### src/rtl/pixel_feed_ctrl.sv
// Streams (S, north-east) sample pairs from a linearly addressed sample RAM
// into the predictor front-end, scanning x fastest, then z, then y.
module pixel_feed_ctrl #(
  parameter int X_LEN      = 11,
  parameter int Y_LEN      = 5,
  parameter int Z_LEN      = 8,
  parameter int DATA_WIDTH = 12,
  parameter int ADDR_W     = 24
) (
  input  logic                  clk,
  input  logic                  rst,
  input  logic                  start_i,
  input  logic [X_LEN-1:0]      Nx,
  input  logic [Y_LEN-1:0]      Ny,
  input  logic [Z_LEN-1:0]      Nz,
  input  logic                  ready_i,
  output logic                  ram_a_re_o,
  output logic [ADDR_W-1:0]     ram_a_addr_o,
  input  logic [DATA_WIDTH-1:0] ram_a_data_i,
  output logic                  ram_b_re_o,
  output logic [ADDR_W-1:0]     ram_b_addr_o,
  input  logic [DATA_WIDTH-1:0] ram_b_data_i,
  output logic [31:0]           data_o,
  output logic                  en_o,
  output logic [X_LEN-1:0]      Nx_o,
  output logic [Y_LEN-1:0]      Ny_o,
  output logic [Z_LEN-1:0]      Nz_o,
  output logic                  busy_o,
  output logic                  done_o
);

  typedef enum logic [1:0] {S_IDLE, S_RUN, S_DRAIN, S_DONE} state_t;

  state_t            r_state, w_next;
  logic [X_LEN-1:0]  r_nx, r_x;
  logic [Y_LEN-1:0]  r_ny, r_y;
  logic [Z_LEN-1:0]  r_nz, r_z;
  logic [ADDR_W-1:0] r_addr, r_stride;
  logic              r_inflight, r_tag_y0;
  logic [31:0]       r_q0, r_q1;
  logic [1:0]        r_cnt;

  logic              w_accept, w_pop, w_issue;
  logic              w_x_last, w_y_last, w_z_last, w_last;
  logic [2:0]        w_occ;
  logic [15:0]       w_s16, w_sne16;
  logic [31:0]       w_word;

  assign w_accept = start_i && (r_state == S_IDLE || r_state == S_DONE);
  assign w_x_last = (r_x == r_nx - X_LEN'(1));
  assign w_y_last = (r_y == r_ny - Y_LEN'(1));
  assign w_z_last = (r_z == r_nz - Z_LEN'(1));
  assign w_last   = w_x_last && w_y_last && w_z_last;

  assign en_o  = (r_cnt != 2'd0);
  assign w_pop = en_o && ready_i;
  // A head word leaving this cycle frees its slot, which keeps one word per cycle.
  assign w_occ   = {1'b0, r_cnt} + {2'b00, r_inflight} - {2'b00, w_pop};
  assign w_issue = (r_state == S_RUN) && (w_occ < 3'd2);

  assign ram_a_re_o   = w_issue;
  assign ram_a_addr_o = r_addr;
  assign ram_b_re_o   = w_issue && (r_y != '0);
  assign ram_b_addr_o = ram_b_re_o ?
                        (r_addr - r_stride + {{(ADDR_W-1){1'b0}}, ~w_x_last}) : '0;

  assign w_s16   = 16'(ram_a_data_i);
  assign w_sne16 = r_tag_y0 ? 16'd0 : 16'(ram_b_data_i);
  assign w_word  = {w_sne16, w_s16};

  assign data_o = r_q0;
  assign Nx_o   = r_nx;
  assign Ny_o   = r_ny;
  assign Nz_o   = r_nz;
  assign busy_o = (r_state == S_RUN) || (r_state == S_DRAIN);
  assign done_o = (r_state == S_DONE);

  always_comb begin
    w_next = r_state;
    case (r_state)
      S_IDLE:  if (start_i) w_next = S_RUN;
      S_RUN:   if (w_issue && w_last) w_next = S_DRAIN;
      S_DRAIN: if (!r_inflight && (r_cnt == 2'd0 || (r_cnt == 2'd1 && w_pop)))
                 w_next = S_DONE;
      S_DONE:  w_next = start_i ? S_RUN : S_IDLE;
      default: w_next = S_IDLE;
    endcase
  end

  always_ff @(posedge clk or posedge rst) begin
    if (rst) r_state <= S_IDLE;
    else     r_state <= w_next;
  end

  // Geometry latch and scan counters
  always_ff @(posedge clk or posedge rst) begin
    if (rst) begin
      r_nx <= '0; r_ny <= '0; r_nz <= '0; r_stride <= '0;
      r_x  <= '0; r_y  <= '0; r_z  <= '0; r_addr   <= '0;
      r_inflight <= 1'b0;
      r_tag_y0   <= 1'b0;
    end else begin
      r_inflight <= w_issue;
      r_tag_y0   <= w_issue && (r_y == '0);
      if (w_accept) begin
        r_nx     <= Nx;
        r_ny     <= Ny;
        r_nz     <= Nz;
        r_stride <= ADDR_W'(Nx) * ADDR_W'(Nz);
        r_x <= '0; r_y <= '0; r_z <= '0; r_addr <= '0;
      end else if (w_issue) begin
        r_addr <= r_addr + ADDR_W'(1);
        if (w_x_last) begin
          r_x <= '0;
          if (w_z_last) begin
            r_z <= '0;
            r_y <= r_y + Y_LEN'(1);
          end else begin
            r_z <= r_z + Z_LEN'(1);
          end
        end else begin
          r_x <= r_x + X_LEN'(1);
        end
      end
    end
  end

  // Two-entry output queue; r_q0 is always the head
  always_ff @(posedge clk or posedge rst) begin
    if (rst) begin
      r_q0  <= '0;
      r_q1  <= '0;
      r_cnt <= '0;
    end else begin
      case ({r_inflight, w_pop})
        2'b10: begin
          if (r_cnt == 2'd0) r_q0 <= w_word;
          else               r_q1 <= w_word;
          r_cnt <= r_cnt + 2'd1;
        end
        2'b01: begin
          r_q0  <= r_q1;
          r_q1  <= '0;
          r_cnt <= r_cnt - 2'd1;
        end
        2'b11: begin
          if (r_cnt == 2'd2) begin
            r_q0 <= r_q1;
            r_q1 <= w_word;
          end else begin
            r_q0 <= w_word;
          end
        end
        default: ;
      endcase
    end
  end

endmodule
### config.mk
export PLATFORM = sky130hd
export DESIGN_NAME = pixel_feed_ctrl
export DESIGN_NICKNAME = d
export VERILOG_FILES = /design/src/rtl/pixel_feed_ctrl.sv
export SDC_FILE = /design/constraint.sdc
export NUM_CORES = 1
export LEC_CHECK = 0
export CAP_MARGIN = 20
export CORE_ASPECT_RATIO = 0.7
export CORE_MARGIN = 3
export CORE_UTILIZATION = 50
export CTS_CLUSTER_SIZE = 16
export DETAILED_ROUTE_END_ITERATION = 6
export PLACE_DENSITY = 0.74
export SYNTH_ARGS = -nofsm -noshare
export SYNTH_HDL_FRONTEND = slang
export SYNTH_SLANG_ARGS = --single-unit
### constraint.sdc
create_clock -name clk -period 10.5 [get_ports clk]
set_input_delay 1.575 -clock clk [delete_from_list [all_inputs] [get_ports clk]]
set_output_delay 1.575 -clock clk [all_outputs]
set_load 0.005 [all_outputs]
* Word level (Yosys, flattened, before mapping)
Index checks and enable logic that the tools add are counted.
** Cells by class
- Add/subtract/negate cells :: 13
- Multiply operators :: 1
- Order comparisons :: 1
- Equality and inequality tests :: 17
- Muxes and demuxes :: 27
- Bitwise operators :: 1
- Reduce and logical (&&, ||, !) cells :: 29
** Operators with widths (number)
- case mux 32 bit (3 select lines) :: 2
- 2-to-1 mux 32 bit :: 4
- 2-to-1 mux 24 bit :: 3
- 2-to-1 mux 11 bit :: 3
- 2-to-1 mux 8 bit :: 4
- adder 24 x 1 -> 24 bit :: 1
- adder 24 x 1 -> 24 bit, second input constant :: 1
- subtractor 24 x 19 -> 24 bit :: 1
- 2-to-1 mux 5 bit :: 4
- multiplier 11 x 8 -> 19 bit :: 1
- 2-to-1 mux 12 bit :: 1
- adder 11 x 1 -> 11 bit, second input constant :: 1
- == test 11 bit :: 1
- subtractor 11 x 1 -> 11 bit, second input constant :: 1
- == test 2 bit, second input constant :: 5
- logical AND 1 bit :: 10
- nonzero test 2 bit :: 5
- AND reduction 3 bit :: 3
- adder 8 x 1 -> 8 bit, second input constant :: 1
- == test 8 bit :: 1
- != test 2 bit, second input constant :: 4
- case mux 2 bit (4 select lines) :: 1
- subtractor 8 x 1 -> 8 bit, second input constant :: 1
- == test 2 x 1 -> 1 bit, second input constant :: 3
- other kinds (20) :: 27
** Word-level totals
- Bits in registers :: 161
- Output and inout bits :: 109
- Word-level logic and storage cells :: 103

* Longest topological paths before layout
Gate-level depths: netlist of run 1.
- Word-level depth :: 8
- Mapped depth :: 20
- Gate-level depth less buffers :: 20

* Worst setup path before layout of run 1
OpenSTA, ideal clock, no wires.
- Path type :: flip-flop to output port
- From :: register r_nx[0] (netlist: Nx_o[0])
- To :: output port ram_b_addr_o[22]
- Arrival :: 4.580 ns
- Required time :: 8.925 ns
- Path slack :: 4.345 ns
- Cell stages (with the launch flop) :: 21
- Buffers on the path :: 0
- Cells stage by stage :: dfrtp_1 inv_1 ha_1 or3b_2 or4_1 and3b_1 o21a_1 o22ai_1 nor2_1 ha_1 inv_1 ha_1 fa_1 a211oi_1 o21ai_0 a21oi_1 nor3_1 nor3_1 o31ai_1 or3_1 nand3_1
** Between the ends
- Longest elaborated chain between the ends :: 5
** Ends and longest elaborated chain
- start, declared :: line 35 : logic [X_LEN-1:0] r_nx, r_x;
- start signal, assigned :: line 106 : r_nx <= Nx;
- subtractor 11 x 1 -> 11 bit :: line 50 : assign w_x_last = (r_x == r_nx - X_LEN'(1));
- == test 11 bit :: line 50
- inverter 1 bit :: line 65 : (r_addr - r_stride + {{(ADDR_W-1){1'b0}}, ~w_x_last}) : '0;
- adder 24 x 1 -> 24 bit :: line 65
- 2-to-1 mux 24 bit :: line 64 : assign ram_b_addr_o = ram_b_re_o ?
- end, declared :: line 21 : output logic [ADDR_W-1:0] ram_b_addr_o,
Every way passes these cells.

* Worst setup path after layout of run 1
Same ends and word-level chain as after synthesis.

==> results of run 1 <==
==> metal layers <==
layer  vias up  GRT usage
li1       4793          -
met1      4736      0.372
met2       342      0.325
met3        22     0.0499
met4         0     0.0467
met5         -          0
==> power groups by stage <==
stage	Clock, mW	Sequential, mW	Combinational (mW)
4_1_cts	0.589	0.926	1.81
6_report	0.581	0.927	1.81
5_1_grt	0.612	0.958	2.05
3_3_place_gp	0	0.925	1.75
2_1_floorplan	0	0.893	1.26
3_5_place_dp	0	0.935	1.80
==> placed cells by master (no fill, tap or decap), types with 42 or more instances in the layout <==
cell	synthesis	routed
sky130_fd_sc_hd__nand2_1	217	217
sky130_fd_sc_hd__clkdlybuf4s50_1	0	152
sky130_fd_sc_hd__inv_1	148	147
sky130_fd_sc_hd__dfrtp_1	145	145
sky130_fd_sc_hd__ha_1	105	105
sky130_fd_sc_hd__o21ai_0	93	93
sky130_fd_sc_hd__nor2_1	78	78
sky130_fd_sc_hd__fa_1	56	56
sky130_fd_sc_hd__xnor2_1	54	54
sky130_fd_sc_hd__and2_1	54	54
sky130_fd_sc_hd__a21oi_1	43	42
==> registers in the layout (all words and copies together) (netlist names) <==
register and count:
r_stride 19, ram_a_addr_o 24, Nx_o 11, Nz_o 8, r_x 11, r_inflight 1, data_o 24, Ny_o 5
r_z 8, r_q1 24, r_cnt 2, r_y 5, r_state 2, r_tag_y0 1
==> metrics by stage <==
| step | setup slack, ns | std cells |
|---|---|---|
| 6_report | 2.82 | 1813 |
| 5_1_grt | 2.44 | 1813 |
| 4_1_cts | 2.84 | 1811 |
| 3_5_place_dp | 2.86 | 1780 |
| 3_3_place_gp | 3.10 | 1780 |
| 2_1_floorplan | 4.34 | 1373 |
==> cells by family (layout without fill, tap and decap cells) <==
logic type      after synthesis  count (layout)  share of synthesized area
fa+ha+maj                   161             161                      0.208
flops                       145             145                      0.310
other cells                   1               8                   0.000321
simple gates                516             516                      0.211
buf+inv                     212             340                     0.0709
compound gates              243             243                      0.132
mux                           4               4                    0.00353
xor+xnor                     84              84                     0.0629
==> layout make-up <==
cell class	instances	area (µm²)	share of cell area
multi-input cells	1016	7270	0.520
flip-flops and latches	145	3630	0.259
repair buffers	160	1590	0.114
inverters	149	564	0.0403
clock buffers	22	464	0.0332
well taps	312	390	0.0279
clock inverters	9	83.8	0.00599
==> how the worst max path moves through the flow <==
| stage | from | to |
|---|---|---|
| floorplan | Nx_o[0] | ram_b_addr_o[22] |
| global placement | ready_i | ram_b_addr_o[22] |
| detailed placement | ready_i | ram_b_addr_o[22] |
| CTS | Nx_o[0] | ram_b_addr_o[22] |
| global route | Nx_o[0] | ram_b_addr_o[22] |
| finish | Nx_o[0] | ram_b_addr_o[22] |
==> worst reg2reg max path: cells and delay by family, from the launching register on <==
| family | cells | cell delay [ns] |
|---|---|---|
| simple gates | 8 | 2.11 |
| fa+ha+maj | 3 | 0.90 |
| flops | 1 | 0.47 |
| xor+xnor | 2 | 0.33 |
| buf+inv | 4 | 0.73 |
==> results.txt, run 1 <==
* R2R setup slack: 5.83 ns
- For this run, the share of the core covered by cells in the final layout is 0.614.
- For the worst setup path, the data arrival time is 6.11 ns.
- Crit path kind: reg2out
- Largest vdd supply drop: 0.127 mV
- Setup TNS Final: 0 ns
- Slowest cell delay on critical path: 0.53 ns
- The first detailed-routing pass took 5 iterations.
- Starting utilization of the core area: 0.513
- For this design the top-level I/O count stands at 161.
* Layout cell share with drive strength beyond 1: 0.0406
- Tightest slew margin relative to the limit: 0.301
- Summing all placed instances gives a cell area of 0.0134 mm².
- The clock reaches the later pin of the worst-skew pair after 0.44 ns.
* Uppermost layer routed: met4
- In this run the critical register-to-register path is captured at ram_a_addr_o[23].
- For this block, the via count after detailed routing is 9893.
- The analysis attributes to cell leakage a power of 6.50 nW.
- Core Area: 0.0228 mm²
* Overall power: 3.32 mW
- Post-CTS Resized: 0
- Timing would allow up to 130 MHz.
- The synthesized design contains 0 enable-type register cells.
- Relative to the synthesized area, the layout overhead comes to 19.7%.
- Largest delay share family, worst path: simple AND/OR/NAND/NOR gates
- Setup repair after global routing left no endpoint under its margin.
* Internal power: 1.89 mW
- Type of element capturing the critical path: output pin
* Synthesized flop and latch total: 145
- Synthesized area divided by synthesized cell count: 8.56 µm²
- Count of port buffers added during placement: 152
- Wirelength, routed: 29000 µm
* Fill cell count: 1999
- Routed wire length per instance: 16.0 µm
* Via/cell ratio: 5.46
- Of the total power, registers draw 0.279.
- Library cells used by synthesis: 63
- The hold violation total from the final report was 0.
- The congestion estimate from routability-driven global placement came to 0.872.
- Wire segments on met2 add up to 11800 µm in the final route.
* Crit start category: flip-flop
- Most used DFF post-synth: sky130_fd_sc_hd__dfrtp_1
* Die Width: 189 µm
* Detailed-routing wirelength on met1: 14700 µm
- WP buf/inv: 3
- Of the available clock period, the critical path in the final layout requires 0.731.
- Maximum number of pins on one net before global-route repair: 82
- In the synthesized netlist the async set-or-reset flop fraction comes to 1.00.
- Clk sinks: 145
- Max-cap violations in this run came to 0.
* Worst-case clock buffer depth: 2
- In this run the cell area of the synthesized design comes to 0.0117 mm².
- Detailed placement finished with a half-perimeter wire length of 22000 µm.
* Slowest-stage cell, CP: sky130_fd_sc_hd__or4_1
- TritonCTS built the clock tree.
* Count of final setup violators: 0
- Power spread over the standard cell area amounts to 237 mW/mm².
* Post-route ant nets: 0
- For the pin with the worst max-slew slack, the measured transition is 1.05 ns.
- Synthesis produced a netlist whose cell count is 1366.
* Switching component of the power: 1.43 mW
* Antenna violations before repair: 0
* Setup skew after layout: 0.00646 ns
* Hold bufs inserted after CTS: 0
- Hold Crit Depth: 2
- For this block, the initial DRC count from the detailed router was 795.
- Hold is met by 0.473 ns.
- Number of warning messages in the yosys log: 0
* Maximum level of the CTS H-tree: 4
- Sequential share of the synthesized area: 0.310
* Vias in the first global route: 9307
- For this run, the total global-route usage over all layers was measured as 0.234.
* Maximum fanout along the worst path: 5
- In this run the clock root is driven by a sky130_fd_sc_hd__clkbuf_16.
- Reg2reg path depth: 17
* First-pass GRT wire length: 48100 µm
- Net switching share of the total power: 0.431
- Area share of the leading cell type in the synthesized netlist: 0.310
- After detailed routing, the number of remaining DRC violations is 0.
- The flow ran to the end, and the final reports show no timing, DRC or antenna violations.
- The worst hold path belongs to the class reg2reg.
- Of the total power, the clock network draws 0.175.
* Net count, final: 1702
* Most numerous cell types in the synthesized netlist: sky130_fd_sc_hd__nand2_1, sky130_fd_sc_hd__inv_1, sky130_fd_sc_hd__dfrtp_1
* Worst endpoint required time: 8.93 ns
- The number of clock buffers added by TritonCTS is 17.
- The floorplan step defined a die boundary enclosing 0.0253 mm².
- Max Transition Viols Final: 0
- Antenna Diode Count: 0
- Main area contributors after synthesis: sky130_fd_sc_hd__dfrtp_1, sky130_fd_sc_hd__ha_1, sky130_fd_sc_hd__fa_1, sky130_fd_sc_hd__nand2_1, sky130_fd_sc_hd__inv_1
- Summed over all instances, the cell type with the most area after synthesis is sky130_fd_sc_hd__dfrtp_1.
- In this run the post-CTS setup repair buffer count came out at 0.
- Startpoint of the lowest-slack hold path: data_o[9]
- Total met3 wirelength after detailed routing: 2210 µm
- Std cell rows: 46
* CTS clock-pin slew for the worst setup and hold paths: 0.06 ns
- Summed over all layers, the global routing overflow is 0.
- Die H: 134 µm
- Summing all non-filler instances in the final layout gives an area of 0.0140 mm².
- The smallest clock period supported by the final layout is computed as 7.68 ns.
- In this run the number of cells on the critical path is 21.
* Most common cell in the netlist: sky130_fd_sc_hd__nand2_1
* Most used cell, CP: sky130_fd_sc_hd__ha_1
* Worst R2R Start: r_cnt[1]
- Destination of the worst hold path: data_o[9]
* Crit-path cells: inv_1 -> ha_1 -> or3b_2 -> or4_1 -> and3b_1 -> o21a_1 -> o22ai_1 -> nor2_1 -> ha_1 -> inv_1 -> ha_1 -> fa_1 -> a211oi_1 -> o21ai_0 -> a21oi_1 -> nor3_1 -> nor3_1 -> o31ai_1 -> or3_1 -> nand3_1 -> clkdlybuf4s50_1
* Combinational share of power: 0.545
(Power assumes the default switching activity.)
==> inputs of run 2 (changes only) <==
Clock period 10.5 ns to 7.44 ns, I/O delays scaled along.
==> run 2 against run 1 <==
Effect of this change:
- core utilization grew 0.29 points
- clock skew grew 0.0072 ns
- via count shrank 0.58%
- sequential power grew 41%
- total power grew 42%
- critical path depth is the same
- critical endpoint unchanged
- largest cell class unchanged
==> results.txt, run 2 (synthesis gave the netlist of run 1 again) <==
- Power per cell area: 336 mW/mm² (was 237 mW/mm²)
* Post-place setup slack: 0.751 ns (was 2.86 ns)
- The number of iterations in the first detailed-routing pass was 5 (unchanged).
- The initial antenna violation count is 0 (unchanged).
- Most common library cell in the layout ignoring fill and taps: sky130_fd_sc_hd__nand2_1 (unchanged)
- The area enclosed by the die boundary is 0.0253 mm² (unchanged).
- The worst-case register-to-register setup slack is 2.79 ns (was 5.83 ns).
- The critical setup path kind is reg2out (unchanged).
- The quantity of I/O buffers inserted on ports was 152 (unchanged).
* Post-route ant nets: 0 (unchanged)
- Worst setup path startpoint: Nx_o[0] (unchanged)
- The smallest hold slack came to 0.474 ns (was 0.473 ns).
* Via/cell ratio: 5.42 (was 5.46)
* Max-capacitance violation count: 0 (unchanged)
* Number of post-CTS setup repair buffers: 0 (unchanged)
- The aggregate global routing overflow is 0 (unchanged).
- Die H: 134 µm (unchanged)
* Layout cell share with drive strength beyond 1: 0.0446 (was 0.0406)
- Inserted Clock Buffers: 17 (unchanged)
- Worst-case clock buffer depth: 2 (unchanged)
- Initial DRC count: 774 (was 795)
* Starting utilization of the core area: 0.513 (unchanged)
- Vias in the first global route: 9248 (was 9307)
- The sum of negative setup slack is 0 ns (unchanged).
- The clock tree skew after final layout is 0.0136 ns (was 0.00646 ns).
* Final HPWL DP: 21300 µm (was 22000 µm)
- Worst Max-Slew Pin Slew: 1.13 ns (was 1.05 ns)
- Routed wire length per instance: 15.7 µm (was 16.0 µm)
- Most frequent cells in the layout: sky130_fd_sc_hd__nand2_1, sky130_fd_sc_hd__clkdlybuf4s50_1, sky130_fd_sc_hd__inv_1 (unchanged)
* Reg2reg path depth: 18 (was 17)
- Slowest cell delay on critical path: 0.52 ns (was 0.53 ns)
- The routability-driven placement congestion ratio is 0.878 (was 0.872).
* Die Width: 189 µm (unchanged)
- The peak fanout along the critical path came to 5 (unchanged).
- The detailed-route DRC error count is 0 (unchanged).
- The post-synthesis to final-layout area growth came to 20.3% (was 19.7%).
- Of the available clock period, the critical path in the final layout requires 0.955.
* Crit start category: flip-flop (unchanged)
- IO Count: 161 (unchanged)
- The endpoint class of the critical path was an output pin (unchanged).
- Tightest slew margin relative to the limit: 0.240 (was 0.301)
- Design Area, Final: 0.0141 mm² (was 0.0140 mm²)
- The capture point of the worst reg-to-reg path is ram_a_addr_o[23] (unchanged).
- Crit-path cells: inv_1 -> ha_1 -> or3b_2 -> or4_1 -> and3b_1 -> o21a_1 -> o22ai_1 -> nor2_2 -> ha_1 -> inv_1 -> ha_1 -> fa_1 -> a211oi_1 -> o21ai_0 -> a21oi_2 -> nor3_1 -> nor3_1 -> o31ai_1 -> or3_1 -> nand3_1 -> clkdlybuf4s50_1 (was inv_1 -> ha_1 -> or3b_2 -> or4_1 -> and3b_1 -> o21a_1 -> o22ai_1 -> nor2_1 -> ha_1 -> inv_1 -> ha_1 -> fa_1 -> a211oi_1 -> o21ai_0 -> a21oi_1 -> nor3_1 -> nor3_1 -> o31ai_1 -> or3_1 -> nand3_1 -> clkdlybuf4s50_1)
- The total core area is 0.0228 mm² (unchanged).
- Maximum level of the CTS H-tree: 4 (unchanged)
- The number of vias after detailed routing is 9836 (was 9893).
* Path class of the lowest-slack min-delay path: reg2reg (unchanged)
* First-pass GRT wire length: 47700 µm (was 48100 µm)
- Net count, final: 1702 (unchanged)
- The maximum vdd drop came to 0.241 mV (was 0.127 mV).
- The aggregate global-route resource usage came to 0.230 (was 0.234).
- The insertion delay to the later sink of the worst-skew pair is 0.43 ns (was 0.44 ns).
* Most used cell, CP: sky130_fd_sc_hd__ha_1 (unchanged)
- Std cell rows: 46 (unchanged)
- The TritonCTS clock tree was yes (unchanged).
- Run status: complete, no violations (unchanged).
* Timing-limited maximum frequency: 141 MHz
- Slowest-stage cell, CP: sky130_fd_sc_hd__or3b_2 (was sky130_fd_sc_hd__or4_1)
* Final period demand of the worst path: 7.11 ns
- Arrival time of data at the critical path endpoint: 5.99 ns (was 6.11 ns)
- Area after detailed placement: 0.0134 mm² (about the same)
* Worst endpoint required time: 6.32 ns (was 8.93 ns)
- The timing endpoint of the critical path is ram_b_addr_o[22] (unchanged).
- The antenna cell count is 0 (unchanged).
- Static power due to leakage: 6.53 nW (was 6.50 nW)
- Worst R2R Start: r_cnt[1] (unchanged)
* Maximum number of pins on one net before global-route repair: 81 (was 82)
* Setup slack of the critical path after layout: 0.332 ns (was 2.82 ns)
- Clk sinks: 145 (unchanged)
- The clock tree root buffer cell is sky130_fd_sc_hd__clkbuf_16 (unchanged).
- The count of pins over their slew limit came to 0 (unchanged).
- The clock-pin slew on the worst setup and hold paths was 0.06 ns (about the same).
- Count of final setup violators: 0 (unchanged)
- Wirelength, routed: 28500 µm (was 29000 µm)
- Setup repair after global routing missed its margin: no (unchanged)
* Number of hold violations in the final report: 0 (unchanged)
## run 2: changes by cell type in the layout (fill, tap and decap cells not counted), moves of 2 or more
| cell | delta |
|---|---|
| sky130_fd_sc_hd__clkinv_2 | -2 |
| sky130_fd_sc_hd__inv_8 | +2 |
| sky130_fd_sc_hd__inv_6 | +3 |
| sky130_fd_sc_hd__clkinv_4 | +3 |
| sky130_fd_sc_hd__clkbuf_8 | -2 |
| sky130_fd_sc_hd__clkbuf_1 | -3 |
## run 2: final cells by class
| cell class | count | area, µm² |
|---|---|---|
| fillers | 1974 | 8730 |
| multi-input cells | 1016 | 7280 |
| flip-flops and latches | 145 | 3630 |
| repair buffers | 160 | 1600 |
| inverters | 149 | 564 |
| clock buffers | 17 | 425 |
| well taps | 312 | 390 |
| clock inverters | 15 | 171 |
## run 2: timing repair
| action | CTS | global route |
|---|---|---|
| hold buffers | 0 | 0 |
| gates resized for setup | 0 | 2 |
| endpoints found under the setup margin | 0 | 2 |
## run 2: worst max-delay path: cells and delay by family (launching register included)
| kind | cells | cell delay [ns] |
|---|---|---|
| AOI/OAI and AO/OA | 6 | 1.27 |
| adders and majority gates | 4 | 1.10 |
| buffers and inverters | 3 | 0.64 |
| DFF | 1 | 0.43 |
| and+or+nand+nor | 8 | 2.14 |
## run 2: metrics by stage
step	std cells	utilization	total power, mW
floorplan	1373	-	3.04
global placement	1781	0.589	3.77
detailed placement	1781	0.589	3.84
CTS	1813	0.615	4.75
global route	1814	0.617	5.15
finish	1814	0.617	4.72
## run 2: how the worst min path moves through the flow
| stage | startpoint | to | slack [ns] | cells past startpoint |
|---|---|---|---|---|
| 2_1_floorplan | r_q1[16] | r_q1[16] | 0.44 | 2 |
| 3_3_place_gp | r_q1[26] | r_q1[26] | 0.46 | 2 |
| 3_5_place_dp | r_q1[21] | r_q1[21] | 0.46 | 2 |
| 4_1_cts | r_q1[17] | r_q1[17] | 0.48 | 2 |
| 5_1_grt | r_q1[19] | r_q1[19] | 0.50 | 2 |
| 6_report | r_q1[17] | r_q1[17] | 0.47 | 2 |
## run 2: layer usage
| layer | global-route usage | share of wire |
|---|---|---|
| met1 | 0.362 | 0.51 |
| met2 | 0.326 | 0.41 |
| met3 | 0.0489 | 0.071 |
| met4 | 0.0475 | 0.0053 |
| met5 | 0 | 0 |
## run 2: power breakdown
part	internal, mW	switching (mW)
sequential	1.06	0.248
combinational	1.12	1.41
clock	0.504	0.380
total	2.69	2.03
==> patch, RTL diff (flow settings as in run 2) <==
Re-encode `state_t` (4 states) as one-hot, 4 bits wide.
--- a/src/rtl/pixel_feed_ctrl.sv
+++ b/src/rtl/pixel_feed_ctrl.sv
@@ -29,7 +29,7 @@
   output logic                  done_o
 );
 
-  typedef enum logic [1:0] {S_IDLE, S_RUN, S_DRAIN, S_DONE} state_t;
+  typedef enum logic [3:0] {S_IDLE = 4'b0001, S_RUN = 4'b0010, S_DRAIN = 4'b0100, S_DONE = 4'b1000} state_t;
 
   state_t            r_state, w_next;
   logic [X_LEN-1:0]  r_nx, r_x;
Check against the original RTL: same outputs for any inputs over 4 cycles, from zero or initial values and one cycle with rst high; so few cycles prove little.
==> patch against run 2 <==
- design area up 0.85%
- clock skew down 0.0046 ns
- power down 7.2%
- wire length up 0.75%
- largest power group unchanged
- sequential cell count up 2
- hold slack better by 0.0073 ns
- synthesized area up 1.3%
- critical path type unchanged
- worst setup slack better by 0.34 ns
==> patch: results (changes against run 2) <==
Share of cells above drive strength 1 -> 4.284% (-0.18 points)
Post-DP HPWL -> 21.42 mm (+0.47%)
RePlAce Congestion -> 0.9194 (+4.7%)
Crit path arrival time -> 5.65 ns (-0.34 ns)
Status -> completed
Part of the Yosys area used for sequential elements -> 31.08% (+0.036 points)
Reg2reg setup slack -> 3.43 ns (+0.64 ns)
Max-slew headroom -> 32.41% (+8.4 points)
Worst Reg-to-Reg Cells -> 15 (-3)
Worst IR drop on VDD -> 182.3 uV (-24%)
Syn_area_per_cell -> 8.699 um^2 (+1.7%)
Endpoint, Worst Hold -> r_q1[22]
Count of different cell masters after synthesis -> 68 (+7.9%)
Initial antenna violation count -> 1 (+1)
First-pass GRT wire length -> 46.95 mm (-1.7%)
Vias in the first global route -> 9068 (-1.9%)
Fin nets -> 1689 (-0.76%)
Setup Skew -> 0.009062 ns (-0.004560 ns)
Avg WL per Cell -> 15.88 um (+1.2%)
Finished Layout Cells -> 1806 (-0.44%)
Crit-path max FO -> 6 (+1)
Lkg Pwr -> 6.789 nW (+4.0%)
FF-to-FF End -> r_z[4]
CTS root buf -> clkbuf_16
Top cells by count, synth -> nand2_1, dfrtp_1, inv_1, ha_1, o21ai_0
Largest net degree at the start of global routing -> 84 (+3.7%)
## patch: how the worst max path moves through the flow
stage            start                to  slack [ns]  depth (start not counted)
2_1_floorplan    Nz[7]      r_stride[18]        1.78                         19
3_3_place_gp     Nz[6]      r_stride[18]        1.10                         19
3_5_place_dp     Nz[6]      r_stride[18]        1.01                         19
4_1_cts        Nx_o[0]  ram_b_addr_o[16]        0.63                         20
5_1_grt        Nx_o[0]  ram_b_addr_o[20]        0.19                         20
6_report       Nx_o[0]  ram_b_addr_o[16]        0.67                         20
## patch: layout make-up
class	instances	area, um^2
flip-flops and latches	147	3680
clock inverters	15	176.4
fillers	1958	8786
clock buffers	17	425.4
inverters	137	519.2
well taps	312	390.4
multi-input cells	1017	7398
repair buffers	161	1589
## patch: metrics by stage
step | worst slack [ns] | area [um^2] | hold WS, ns
2_1_floorplan | 1.779 | 11870 | 0.4439
3_3_place_gp | 1.099 | 13580 | 0.4552
3_5_place_dp | 1.011 | 13580 | 0.4667
4_1_cts | 0.6337 | 14180 | 0.4839
5_1_grt | 0.1924 | 14180 | 0.4943
6_report | 0.6713 | 14180 | 0.4816
## patch: per-layer routing
| layer | vias up | part of all wire [%] | wire length, um | global-route usage (%) |
|---|---|---|---|---|
| met2 | 268 | 42 | 11910 | 32.97 |
| met5 | - | 0 | 0 | 0 |
| li1 | 4777 | - | - | - |
| met1 | 4660 | 51 | 14640 | 35.18 |
| met4 | 0 | 1.2 | 348 | 4.719 |
| met3 | 33 | 6.2 | 1784 | 4.722 |
## patch: worst max-delay path, stage by stage (launching register included)
cell and delay, ns:
dfrtp_1 0.48, inv_1 0.10, ha_1 0.25, and2_1 0.17, o21a_1 0.18, o31ai_1 0.37, o311ai_2 0.21, nor3_1 0.49
ha_1 0.21, inv_1 0.05, ha_1 0.20, fa_1 0.40, a21o_1 0.20, a21o_1 0.19, a21oi_1 0.28, o31ai_1 0.24
a311o_1 0.37, a21oi_1 0.17, xor2_1 0.08, nor2_1 0.09, clkdlybuf4s50_1 0.50
## patch: cell families (layout without fill, tap and decap cells)
| group | count (synthesis) | in the layout | share of synthesized area, % |
|---|---|---|---|
| AO/OA/AOI/OAI | 257 | 257 | 13.94 |
| XOR/XNOR | 94 | 94 | 6.954 |
| adder cells (fa/ha/maj) | 156 | 156 | 20.04 |
| buffers and inverters | 204 | 330 | 6.785 |
| flip-flops | 147 | 147 | 31.08 |
| multiplexers | 4 | 4 | 0.3488 |
| other | 1 | 8 | 0.03168 |
| AND/OR/NAND/NOR | 498 | 498 | 20.82 |
## patch: report_power, final
group	internal, mW	leakage [nW]	total (mW)	switching [mW]
registers	1.06	1.92	1.29	0.233
logic	1.00	4.58	2.20	1.20
clock network	0.483	0.293	0.891	0.408
